===== src/rtl/debounce_scan_ctrl.sv =====
// debounce_scan_ctrl: round-robin time-multiplexed debouncer.
// One prescaled scan engine shares a compare/increment datapath.
module debounce_scan_ctrl #(
   parameter  int WIDTH        = 8,
   parameter  int PRESCALE     = 200,
   parameter  int STABLE_COUNT = 4,
   localparam int CW = (WIDTH > 1) ? $clog2(WIDTH) : 1,
   localparam int PW = (PRESCALE > 1) ? $clog2(PRESCALE) : 1,
   localparam int NW = $clog2(STABLE_COUNT + 1)
) (
   input  logic             clk,
   input  logic             anrst,
   input  logic             ena,
   input  logic [WIDTH-1:0] in,
   output logic [WIDTH-1:0] out,
   output logic [WIDTH-1:0] rise,
   output logic [WIDTH-1:0] fall,
   output logic             scan_stb,
   output logic [CW-1:0]    scan_ch
);

   typedef enum logic [1:0] {
      IDLE,
      WAIT,
      EVAL
   } state_t;

   state_t           state;
   logic [WIDTH-1:0] in_m;
   logic [WIDTH-1:0] in_s;
   logic [PW-1:0]    presc;
   logic [PW-1:0]    presc_nxt;
   logic [NW-1:0]    cnt [WIDTH];
   logic [NW-1:0]    cnt_nxt;
   logic [CW-1:0]    ch_nxt;
   logic             smp;
   logic             cur;
   logic             flip;

   always_comb begin
      state = IDLE;
      if (ena) begin
         state = (int'(presc) == PRESCALE - 1) ? EVAL : WAIT;
      end
   end

   // gated by reset so PRESCALE=1 cannot strobe while held in reset
   assign scan_stb = anrst & (state == EVAL);

   always_comb begin
      presc_nxt = presc;
      ch_nxt    = scan_ch;
      smp       = in_s[scan_ch];
      cur       = out[scan_ch];
      cnt_nxt   = cnt[scan_ch];
      flip      = 1'b0;
      unique case (state)
         IDLE: ;
         WAIT: presc_nxt = presc + 1'b1;
         EVAL: begin
            presc_nxt = '0;
            if (int'(scan_ch) == WIDTH - 1) begin
               ch_nxt = '0;
            end else begin
               ch_nxt = scan_ch + 1'b1;
            end
            if (smp == cur) begin
               cnt_nxt = '0;
            end else if (int'(cnt[scan_ch]) + 1 == STABLE_COUNT) begin
               cnt_nxt = '0;
               flip    = 1'b1;
            end else begin
               cnt_nxt = cnt[scan_ch] + 1'b1;
            end
         end
         default: ;
      endcase
   end

   always_ff @(posedge clk or negedge anrst) begin
      if (!anrst) begin
         in_m    <= '0;
         in_s    <= '0;
         presc   <= '0;
         scan_ch <= '0;
         out     <= '0;
         rise    <= '0;
         fall    <= '0;
         for (int i = 0; i < WIDTH; i++) begin
            cnt[i] <= '0;
         end
      end else begin
         in_m         <= in;
         in_s         <= in_m;
         presc        <= presc_nxt;
         scan_ch      <= ch_nxt;
         cnt[scan_ch] <= cnt_nxt;
         rise         <= '0;
         fall         <= '0;
         if (flip) begin
            out[scan_ch]  <= smp;
            rise[scan_ch] <= smp;
            fall[scan_ch] <= ~smp;
         end
      end
   end

endmodule


===== config.mk =====
export PLATFORM = sky130hd
export DESIGN_NAME = debounce_scan_ctrl
export DESIGN_NICKNAME = d
export VERILOG_FILES = /design/src/rtl/debounce_scan_ctrl.sv
export SDC_FILE = /design/constraint.sdc
export NUM_CORES = 1
export LEC_CHECK = 0
export ABC_AREA = 0
export CORE_AREA = 2 2 83 85
export DETAILED_ROUTE_END_ITERATION = 8
export DIE_AREA = 0 0 85 87
export GPL_TIMING_DRIVEN = 0
export PLACE_DENSITY = 0.74
export SYNTH_ARGS = -nofsm -noshare
export SYNTH_HDL_FRONTEND = slang
export SYNTH_SLANG_ARGS = --single-unit

===== constraint.sdc =====
create_clock -name clk -period 3 [get_ports clk]
set_clock_uncertainty 0.15 [all_clocks]
set_input_delay 0.3 -clock clk [delete_from_list [all_inputs] [get_ports clk]]
set_output_delay 0.3 -clock clk [all_outputs]
set_load 0.01 [all_outputs]

Yosys cells after proc, flatten, opt, wreduce, memory -nomap -nowiden
Cells that the tools add are included.
{ "totals": {"regBits": 75, "input_bits": 11, "out_inout_bits": 28, "wordCells": 62} }
{ "classes": {"add_sub_neg": 4, "magnitude_cmp": 4, "eq_ne": 6, "n_mux": 25, "bitwise": 5, "n_reduce_logical": 3} }
{ "ops": {"columns": ["op", "n"], "rows": [
  ["bitwise mux 24 bit", 1],
  ["two-way mux 3 bit", 7],
  ["bitwise AND 8 bit", 2],
  ["two-way mux 8 bit", 2],
  ["one-hot mux 8 bit (2 select lines)", 1],
  ["binary-select mux 3 bit (select 3 bit)", 1],
  ["demux 3 bit (select 3 bit)", 1],
  ["adder 8 x 1 -> 8 bit, second input constant", 1],
  ["bitwise mux 8 bit", 1],
  ["== test 8 x 7 -> 1 bit, second input constant", 1],
  ["adder 3 x 1 -> 3 bit, second input constant", 2],
  ["binary-select mux 1 bit (select 3 bit)", 2],
  ["two-way mux 1 bit", 6],
  ["adder 3 x 1 -> 4 bit, second input constant", 1],
  ["== test 4 x 3 -> 1 bit, second input constant", 1],
  [">= comparator 4 bit, second input constant", 1],
  ["< comparator 3 x 4 -> 1 bit, second input constant", 1],
  ["< comparator 4 x 1 -> 1 bit, second input constant", 1],
  ["two-way mux 2 bit", 2],
  ["NOT 3 -> 4 bit", 1],
  ["demux 1 bit (select 3 bit)", 1],
  ["== test 3 x 1 -> 1 bit, second input constant", 1],
  [">= comparator 3 x 1 -> 1 bit, second input constant", 1],
  ["== test 2 x 1 -> 1 bit, second input constant", 1],
  ["other kinds (6)", 7]
]} }

Logic depth before layout (Yosys ltp)
Gate-level depths: netlist of run 1.
{ "depth": {"depth_word": 10, "depth_mapped": 9} }

Worst setup path before layout of run 1
OpenSTA, ideal clock, no wires.
{ "synth_path": {"kind": "register to register", "start": "register scan_ch[1]", "end": "register cnt[12] (netlist bit)", "setup_ns": 0.073, "arrival_ns": 2.316, "path_slack_ns": 0.461, "stages_incl_launch_ff": 9, "n_path_buf": 2, "synth_period_minus_slack_ns": 2.539, "path_cell_list": "dfrtp_1 buf_6 buf_6 mux4_2 mux2_4 ha_1 a21o_1 o31a_4 a21oi_2"} }
{ "synth_via": {"elab_chain_cells": 10} }
{ "synth_lines": {"columns": ["item", "line", "text"], "rows": [
  ["from (decl)", "19", "output logic [CW-1:0] scan_ch"],
  ["from (signal assigned)", "96", "scan_ch <= ch_nxt;"],
  ["NOT 3 -> 4 bit (not written as such)", null, null],
  ["binary-select mux 3 bit (select 3 bit)", "55, 69, 73", null],
  ["two-way mux 3 bit (not written as such) (2 in a row)", "55, 69, 73", null],
  ["adder 3 x 1 -> 4 bit", "69", "end else if (int'(cnt[scan_ch]) + 1 == STABLE_COUNT) begin"],
  ["== test 4 x 3 -> 1 bit", "69", null],
  ["two-way mux 3 bit", "69", null],
  ["two-way mux 3 bit", "67", "if (smp == cur) begin"],
  ["two-way mux 3 bit", "57", "unique case (state)"],
  ["bitwise mux 24 bit (*)", "97", "cnt[scan_ch] <= cnt_nxt;"],
  ["to (signal, indexed assignment)", "97", null],
  ["to (decl)", "33", "logic [NW-1:0] cnt [WIDTH];"]
]} }
Mark *: on every way between the ends. The rest lies on a longest branch, timed or not. The select of a mux whose other input is x is not followed.
A chain may end at the register's enable or synchronous reset.

Final worst setup path of run 1
{ "layout_path": {"start": "register presc[0]", "end": "output port scan_stb"} }
{ "layout_via": {"elab_chain_cells": 5} }
{ "layout_lines": {"columns": ["item", "line", "text"], "rows": [
  ["from (decl)", "31", "logic [PW-1:0] presc;"],
  ["from (signal assigned)", "95", "presc <= presc_nxt;"],
  ["== test 8 x 7 -> 1 bit", "43", "state = (int'(presc) == PRESCALE - 1) ? EVAL : WAIT;"],
  ["two-way mux 2 bit", "43", null],
  ["two-way mux 2 bit", "42", "if (ena) begin"],
  ["== test 2 bit", "48", "assign scan_stb = anrst & (state == EVAL);"],
  ["bitwise AND 1 bit", "48", null],
  ["to (decl)", "18", "output logic scan_stb,"]
]} }
No other way between the ends.

==> flow_summary.yaml, run 1 <==
run_status:
  status: "completed"
synthesis:
  synth_top_family_by_area: "simple AND/OR/NAND/NOR gates"
  netlist-cell-type-count: 39
  ys_seq_elements: 75
  ys.flop_type: "dfrtp_1"
  synth.area.top_cells: "dfrtp_1, mux4_2, nor2_1"
  syn_inst: 246
  synth-xor-area-share_pct: 1.976
  synth_compound_area_share_pct: 8.696
  synth_top_area_cell: "dfrtp_1"
  synthAdderAreaFrac_pct: 1.581
  synthMuxAreaShare_pct: 12.69
  synth-simple-area-share_pct: 12.73
  syn_nets: 261
  yosysWarnings: 0
  synth_top_area_share_pct: 59.29
  avgSynthCellArea_um2: 12.87
  synth_seq_area_share_pct: 59.29
  async_reset_ff_share_pct: 100.0
  synth_edf_count: 0
  syn-cell-area_mm2: 0.003166
finish:
  layout_common_cells: "dfrtp_1, nor2_1, clkdlybuf4s50_1"
  areaGrowthSynthToFinish_pct: 23.16
  diodes: 0
  final_cell_area_mm2: 0.003899
  drive_gt1_share_pct: 20.07
  layout.nets: 310
  postLayoutCoreUtil_pct: 59.35
  fillers: 513
  final_common_cell: "dfrtp_1"
critical_path:
  path_buf_inv: 2
  end_kind: "primary output"
  cp_max_fo: 10
  crit_slowest_cell: "clkdlybuf4s50_1"
  critPathKind: "register to primary output"
  cp.arrival_ps: 2380
  path_cells: "ha_1, and3_1, and4_1, buf_4, and2_1, clkdlybuf4s50_1"
  startpoint_type: "register"
  cp.required_ps: 2550
  worst_path_dominant_cell_family: "buffers and inverters"
  critPathMaxStageDelay_ps: 530
global_route:
  antenna_found_initial: 0
  grt_max_degree: 77
  grt_pass1_vias: 2091
  grt_overflow: 0
  grt_pass1_wl_um: 10170
  track_usage_pct: 18.06
place:
  dp_worst_setup_slack_ps: 11.12
  dp_hpwl_um: 4100
  dpl_cell_area_mm2: 0.003643
  port_buffers: 38
  place.gp.congestion: 0.8229
cts:
  clock_latency_ps: 340
  clk_path_buf_depth: 2
  cts_max_level: 3
  clock_sinks: 75
  clk_pin_slew_ps: 80
  cts_setup_buffers: 0
  tritoncts: "built"
  cts-root-buf: "clkbuf_8"
  cts_buffers: 9
sta:
  layout_setup_ws_ps: 172.6
  fin_crit_sh_pct: 94.25
  rsz0062_at_grt: "no"
  setup_viol: 0
  worstMarginPinSlew_ps: 692.4
  finalHoldViolations: 0
  slew_headroom_pct: 53.74
  slew_viol_final: 0
  fmax_mhz: 353.7
  min_period_ps: 2827
power_and_ir_drop:
  power_density_mw_per_mm2: 559.5
  ir_drop_mv: 0.3564
  p_leak_nw: 1.627
detailed_routing:
  via_per_inst: 5.269
  ant_nets: 0
  firstDrtPassIters: 6
  dr.first_iter.drc_count: 95
  wire_per_inst_um: 15.74
  finalWirelength_um: 5964
  num_vias: 1997
  drc: 0
die:
  dieArea_mm2: 0.007395
  chipWidth_um: 85
  ios: 39
  initial_core_util_pct: 48.19
  row_count: 30
  chipHeight_um: 87
  coreArea_mm2: 0.006569
job:
  drv_cap: 0
min_path:
  hp-class: "register to register"
[flip-flops by register name (all words and copies together), names as in the netlist]
name and count:
out 8, fall 8, in_s 8, cnt 24, presc 8, rise 8
in_m 8, scan_ch 3
[report_power, final]
part / switching [mW] / internal [mW]
Sequential: 0.0512 / 1.06
Clock: 0.373 / 0.550
Combinational: 0.0788 / 0.0685
[synth_stat cells (5+ instances only)]
| library cell | instances |
|---|---|
| a21oi_1 | 9 |
| a21oi_2 | 8 |
| buf_2 | 5 |
| dfrtp_1 | 75 |
| inv_1 | 5 |
| mux2_4 | 8 |
| mux4_2 | 10 |
| nand2_1 | 19 |
| nor2_1 | 39 |
| nor3_1 | 11 |
| nor3b_1 | 5 |
| o21a_1 | 8 |
[routing by layer]
metal	wire length [um]	GRT usage, %
met5	0	0
met4	113	7.792
met3	202	4.076
met2	2956	29.76
met1	2692	23.11
[repair_timing]
action / CTS / global route
endpoints found under the hold margin: 75 / 0
hold buffers: 1 / 0
endpoints found under the setup margin: 1 / 1
resized for setup: 2 / 1
[kinds of logic (layout without fill, tap and decap cells)]
group                      Yosys count  in the layout
AOI/OAI and AO/OA                   37             37
xor gates and xnor gates             5              5
adders and majority gates            4              4
buffers and inverters               16             69
DFF                                 75             75
muxes                               22             22
and+or+nand+nor                     87             87
[stage by stage]
step	hold WS, ps	std cells	power, mW	TNS (ps)
final	200.1	379	2.181	0
after global routing	211.9	379	2.269	0
after CTS	202.4	380	2.202	0
after detailed placement	185.6	364	1.275	0
after global placement	182.7	364	1.266	-71620
after floorplan	-145.6	246	1.213	0
[cell type report]
class	instances	area (um2)	area share, %
inverters	5	18.77	0.4814
well taps	80	100.1	2.567
clock inverters	6	113.9	2.920
multi-input cells	155	1197	30.71
plain buffers	10	76.32	1.958
clock buffers	9	123.9	3.177
repair buffers	39	391.6	10.04
flip-flops and latches	75	1877	48.14
[path summary, 6_finish.rpt]
kind	from	cells after the start	to	slack, ps
setup reg to reg	scan_ch[1]	9	rise[5]	210
hold / removal	in_m[1]	0	in_s[1]	200
max in group asynchronous	anrst	2	cnt[18]	1840
setup / recovery	presc[0]	6	scan_stb	170
hold reg to reg	in_m[1]	0	in_s[1]	200
min in group asynchronous	anrst	2	in_s[7]	380
Note: power is estimated with default switching activity, not from simulation.
==> run 2: changes to the inputs <==
ABC_AREA = 1   (was 0)
CORE_AREA = 2 2 88 90   (was 2 2 83 85)
DIE_AREA = 0 0 90 92   (was 0 0 85 87)
PLACE_DENSITY = 0.73   (was 0.74)
==> flow_summary.yaml, run 2 <==
power_and_ir_drop:
  p_leak_nw: 2.157
  p_int_mw: 2.192
  ir_drop_mv: 0.4223
  power.share.clock_pct: 17.9
  power_frac_comb_pct: 46.0
  power_mw: 3.884
  power_density_mw_per_mm2: 910.2
  p_seq_share_pct: 36.1
  p_sw_mw: 1.691
  switching_share_pct: 43.55
synthesis:
  avgSynthCellArea_um2: 8.431
  netlist-cell-type-count: 29
  synth_top_area_cell: "dfrtp_1"
  yosysWarnings: 0
  yosys-top-cells-count: "nand2_1, dfrtp_1, inv_1, nor2_1, nand3_1"
  synth_top_area_share_pct: 53.00
  syn_inst: 420
  ys_seq_elements: 75
  synth_seq_area_share_pct: 53.00
  synth_edf_count: 0
  synth.most_common_cell: "nand2_1"
  syn-cell-area_mm2: 0.003541
  async_reset_ff_share_pct: 100.0
  ys.flop_type: "dfrtp_1"
  syn_nets: 435
  synth.area.top_cells: "dfrtp_1, nand2_1, inv_1"
sta:
  slew_viol_final: 0
  layout_setup_ws_ps: 298.0
  min_period_ps: 2702
  fin_crit_sh_pct: 90.07
  rsz0062_at_grt: "no"
  worstMarginPinSlew_ps: 496.5
  fmax_mhz: 370.1
  finalHoldViolations: 0
  setup_viol: 0
  slew_headroom_pct: 66.78
finish:
  diodes: 0
  largest_reg_flops: 24
  finalNonFillerCells: 578
  drive_gt1_share_pct: 12.61
  regMostFlops: "cnt"
  final_common_cell: "nand2_1"
  layout_common_cells: "nand2_1, dfrtp_1, inv_1"
  layout.nets: 486
  areaGrowthSynthToFinish_pct: 20.49
critical_path:
  path_buf_inv: 3
  critPathKind: "register to register"
  cp.arrival_ps: 2840
  worst_path_dominant_cell_family: "simple AND/OR/NAND/NOR gates"
  critPathMaxStageDelay_ps: 490
  cp_max_fo: 10
  path_cells: "inv_2, buf_2, nor2_1, nand2_1, nand4_1, or2_4, ha_1, inv_1, nor2_8, nand3_4, nor2_1, nand2_1, nand2_1"
  cp.required_ps: 3140
  startpoint_type: "register"
  end_kind: "register"
  cpMostUsedCell: "nand2_1"
  crit_slowest_cell: "dfrtp_1"
cts:
  tritoncts: "built"
  clock_sinks: 75
  cts_setup_buffers: 0
  clk_path_buf_depth: 2
  cts_max_level: 3
  cts-root-buf: "clkbuf_8"
  cts_buffers: 9
  clk_pin_slew_ps: 80
  clock_latency_ps: 350
detailed_routing:
  drc: 0
  dr.first_iter.drc_count: 186
  via_per_inst: 4.907
  finalWirelength_um: 7614
  firstDrtPassIters: 4
  ant_nets: 0
  num_vias: 2836
  wire_per_inst_um: 13.17
run_status:
  status: "completed"
place:
  dp_cells: 561
  dp_hpwl_um: 5520
  dp_worst_setup_slack_ps: 275.6
  port_buffers: 38
  place.gp.congestion: 0.8672
global_route:
  grt_pass1_vias: 2876
  antenna_found_initial: 0
  track_usage_pct: 20.37
  grt_overflow: 0
  grt_pass1_wl_um: 13450
  grt_max_degree: 59
die:
  row_count: 32
  chipHeight_um: 92
  initial_core_util_pct: 47.55
  dieArea_mm2: 0.008280
  coreArea_mm2: 0.007447
  chipWidth_um: 90
  ios: 39
min_path:
  hp-class: "register to register"
job:
  drv_cap: 0
==> run 2: cell types whose count changed in the layout (fill, tap and decap cells not counted), sizes merged, moves of 4 or more <==
cell	delta
nand2	+172
inv	+38
nand3	+21
mux2	-11
nor3	-11
a21oi	-10
mux4	-10
nand4	+8
o21a	-8
nor2	+5
nor3b	-5
clkbuf	+4
xnor2	-4
==> run 2: metrics by stage <==
stage	setup TNS, ps	hold WS (ps)	utilization [%]	instance area, um2
3_3_place_gp	-79730	183.6	54.37	4049
2_1_floorplan	0	-145.6	-	3541
6_report	0	200.9	57.29	4267
5_1_grt	0	203.6	57.29	4267
3_5_place_dp	0	49.02	54.70	4074
4_1_cts	0	202.6	57.16	4257
==> run 2: path summary, 6_finish.rpt <==
| path | from | to | slack (ps) | depth (start not counted) |
|---|---|---|---|---|
| worst max-delay path | scan_ch[0] | out[1] | 300 | 13 |
| worst min-delay path | in_m[2] | in_s[2] | 200 | 0 |
| worst max register to register | scan_ch[0] | out[1] | 300 | 13 |
| worst min register to register | in_m[2] | in_s[2] | 200 | 0 |
| max in group asynchronous | anrst | cnt[20] | 1930 | 3 |
| min in group asynchronous | anrst | fall[4] | 220 | 2 |
==> run 2: final cells by class <==
| cell class | count | area [um2] |
|---|---|---|
| Buffer | 9 | 81.33 |
| Clock buffer | 14 | 162.7 |
| Tap cell | 102 | 127.6 |
| Multi-Input combinational cell | 292 | 1425 |
| Fill cell | 676 | 3181 |
| Clock inverter | 2 | 10.01 |
| Timing Repair Buffer | 40 | 415.4 |
| Sequential cell | 75 | 1877 |
| Inverter | 44 | 167.7 |
==> run 2: metal layers <==
layer  track usage [%]  vias up  routed length [um]
met1             24.43     1365                3295
li1                  -     1389                   -
met4             9.872        0                 162
met2             36.03       66                3818
met3             3.040       16                 338
met5                 0        -                   0
==> run 2: logic make-up (layout without fill, tap and decap cells) <==
group                      Yosys count  in the layout  synth area share, %
xor gates and xnor gates             2              2               0.4948
DFF                                 75             75                53.00
buffers and inverters               53            109                7.032
and+or+nand+nor                    273            273                36.18
AOI/OAI and AO/OA                   13             13                1.873
adders and majority gates            4              4                1.413
==> run 2: power by group through the flow <==
stage / sequential [mW] / clock, mW / combinational, mW
after detailed placement: 1.42 / 0 / 1.77
after CTS: 1.40 / 0.708 / 1.78
final: 1.40 / 0.695 / 1.79
after floorplan: 1.38 / 0 / 1.34
after global placement: 1.41 / 0 / 1.72
after global routing: 1.43 / 0.739 / 1.99
==> run 2: timing repair <==
action / 4_1_cts / 5_1_grt
endpoints found under the hold margin: 18 / 0
resized for setup: 0 / 4
endpoints found under the setup margin: 0 / 5
hold buffers: 1 / 0
==> run 3: changes to the inputs <==
MAX_ROUTING_LAYER = met4   (was not set)
==> flow_summary.yaml, run 3 (synthesized netlist as in run 2, its figures left out) <==
run_status:
  status: "completed"
global_route:
  grt_pass1_wl_um: 12870
  track_usage_pct: 20.46
  grt_pass1_vias: 2715
  antenna_found_initial: 0
  grt_max_degree: 59
  grt_overflow: 0
min_path:
  hold-path-endpoint: "in_s[3]"
  hold_path.startpoint: "in_m[3]"
  hp-class: "register to register"
  holdPathStages: 0
die:
  row_count: 32
  dieArea_mm2: 0.008280
  chipWidth_um: 90
  ios: 39
  initial_core_util_pct: 47.55
  chipHeight_um: 92
  coreArea_mm2: 0.007447
sta:
  fin_crit_sh_pct: 91.76
  fmax_mhz: 363.3
  setup_viol: 0
  whs_ps: 201.6
  slew_headroom_pct: 61.99
  slew_viol_final: 0
  finalHoldViolations: 0
  fin_setup_tns_ps: 0
  rsz0062_at_grt: "no"
  worstMarginPinSlew_ps: 568.0
  min_period_ps: 2753
finish:
  diodes: 0
  layout.nets: 486
  largest_reg_flops: 24
  layout_common_cells: "nand2_1, dfrtp_1, inv_1"
  final_common_cell: "nand2_1"
  regMostFlops: "cnt"
  areaGrowthSynthToFinish_pct: 21.87
  drive_gt1_share_pct: 12.82
detailed_routing:
  dr.first_iter.drc_count: 187
  drc: 0
  via_per_inst: 4.889
  wire_per_inst_um: 13.18
  firstDrtPassIters: 6
  finalWirelength_um: 7619
  num_vias: 2826
  ant_nets: 0
critical_path:
  cpMostUsedCell: "nand2_1"
  worst_path_dominant_cell_family: "simple AND/OR/NAND/NOR gates"
  startpoint_type: "register"
  path_cells: "buf_4, buf_6, nor2_1, nand2_1, nand4_1, or2_4, ha_1, inv_1, nor2_8, nand3_4, nor2_1, nand2_1, nand2_1"
  end_kind: "register"
  cp_max_fo: 10
  path_buf_inv: 3
  r2r_end: "out[6]"
  r2r_slack_ps: 250
  critPathKind: "register to register"
  cp.arrival_ps: 2910
  rr_startpoint: "scan_ch[0]"
  crit_slowest_cell: "dfrtp_1"
  reg2regPathDepth: 13
  critPathMaxStageDelay_ps: 470
  cp.required_ps: 3150
power_and_ir_drop:
  power_density_mw_per_mm2: 938.9
  p_leak_nw: 2.176
  ir_drop_mv: 0.3515
cts:
  cts-root-buf: "clkbuf_8"
  clk_pin_slew_ps: 80
  clock_sinks: 75
  cts_buffers: 9
  clk_path_buf_depth: 2
  clock_latency_ps: 370
  cts_max_level: 3
  cts_setup_buffers: 0
  tritoncts: "built"
place:
  dp_hpwl_um: 5485
  place.gp.congestion: 0.8704
  port_buffers: 38
job:
  drv_cap: 0
==> run 3: changes by cell type in the layout (fill, tap and decap cells not counted), sizes merged <==
cell	previous run	this run
bufinv	0	2
clkbuf	14	10
clkinvlp	0	2
==> run 3: area by class of cell <==
cell class / count / area (um2)
Timing Repair Buffer: 40 / 415.4
Clock buffer: 10 / 137.6
Tap cell: 102 / 127.6
Multi-Input combinational cell: 292 / 1420
Clock inverter: 6 / 88.84
Sequential cell: 75 / 1877
Inverter: 44 / 167.7
Buffer: 9 / 81.33
Fill cell: 669 / 3132
==> run 3: timing repair <==
action / 4_1_cts / 5_1_grt
hold buffers: 1 / 0
endpoints found under the hold margin: 75 / 0
setup endpoints to repair: 0 / 2
gates resized for setup: 0 / 2
==> run 3: layer usage <==
metal  up-vias  part of all wire [%]  GRT usage, %
met4         0                   1.8         7.436
met1      1342                    43         24.53
met2        80                    50         34.27
met5         -                     0             -
li1       1392                     -             -
met3        12                   5.7         4.519
==> run 3: worst max path at each step <==
stage / from / endpoint / slack, ps / cells after the start
finish: scan_ch[0] / out[6] / 250 / 13
global route: scan_ch[0] / rise[2] / 20 / 11
CTS: scan_ch[0] / out[6] / 250 / 13
detailed placement: scan_ch[0] / out[1] / 280 / 13
global placement: anrst / scan_stb / -1450 / 4
floorplan: scan_ch[0] / out[5] / 720 / 13
==> run 3: report_power, final <==
part	internal [mW]	switching [mW]	leakage, nW
sequential	1.23	0.169	0.965
combinational	0.612	1.17	1.10
clock	0.490	0.380	0.108
==> run 3: through the flow <==
| stage | cells | worst slack [ps] | area [um2] | power [mW] | util, % |
|---|---|---|---|---|---|
| detailed placement | 561 | 281.9 | 4074 | 3.193 | 54.70 |
| global placement | 560 | -1449 | 4049 | 3.134 | 54.37 |
| global route | 578 | 24.14 | 4315 | 4.328 | 57.95 |
| floorplan | 420 | 717.8 | 3541 | 2.728 | - |
| finish | 578 | 247.3 | 4315 | 4.052 | 57.95 |
| CTS | 578 | 245.7 | 4310 | 4.067 | 57.88 |
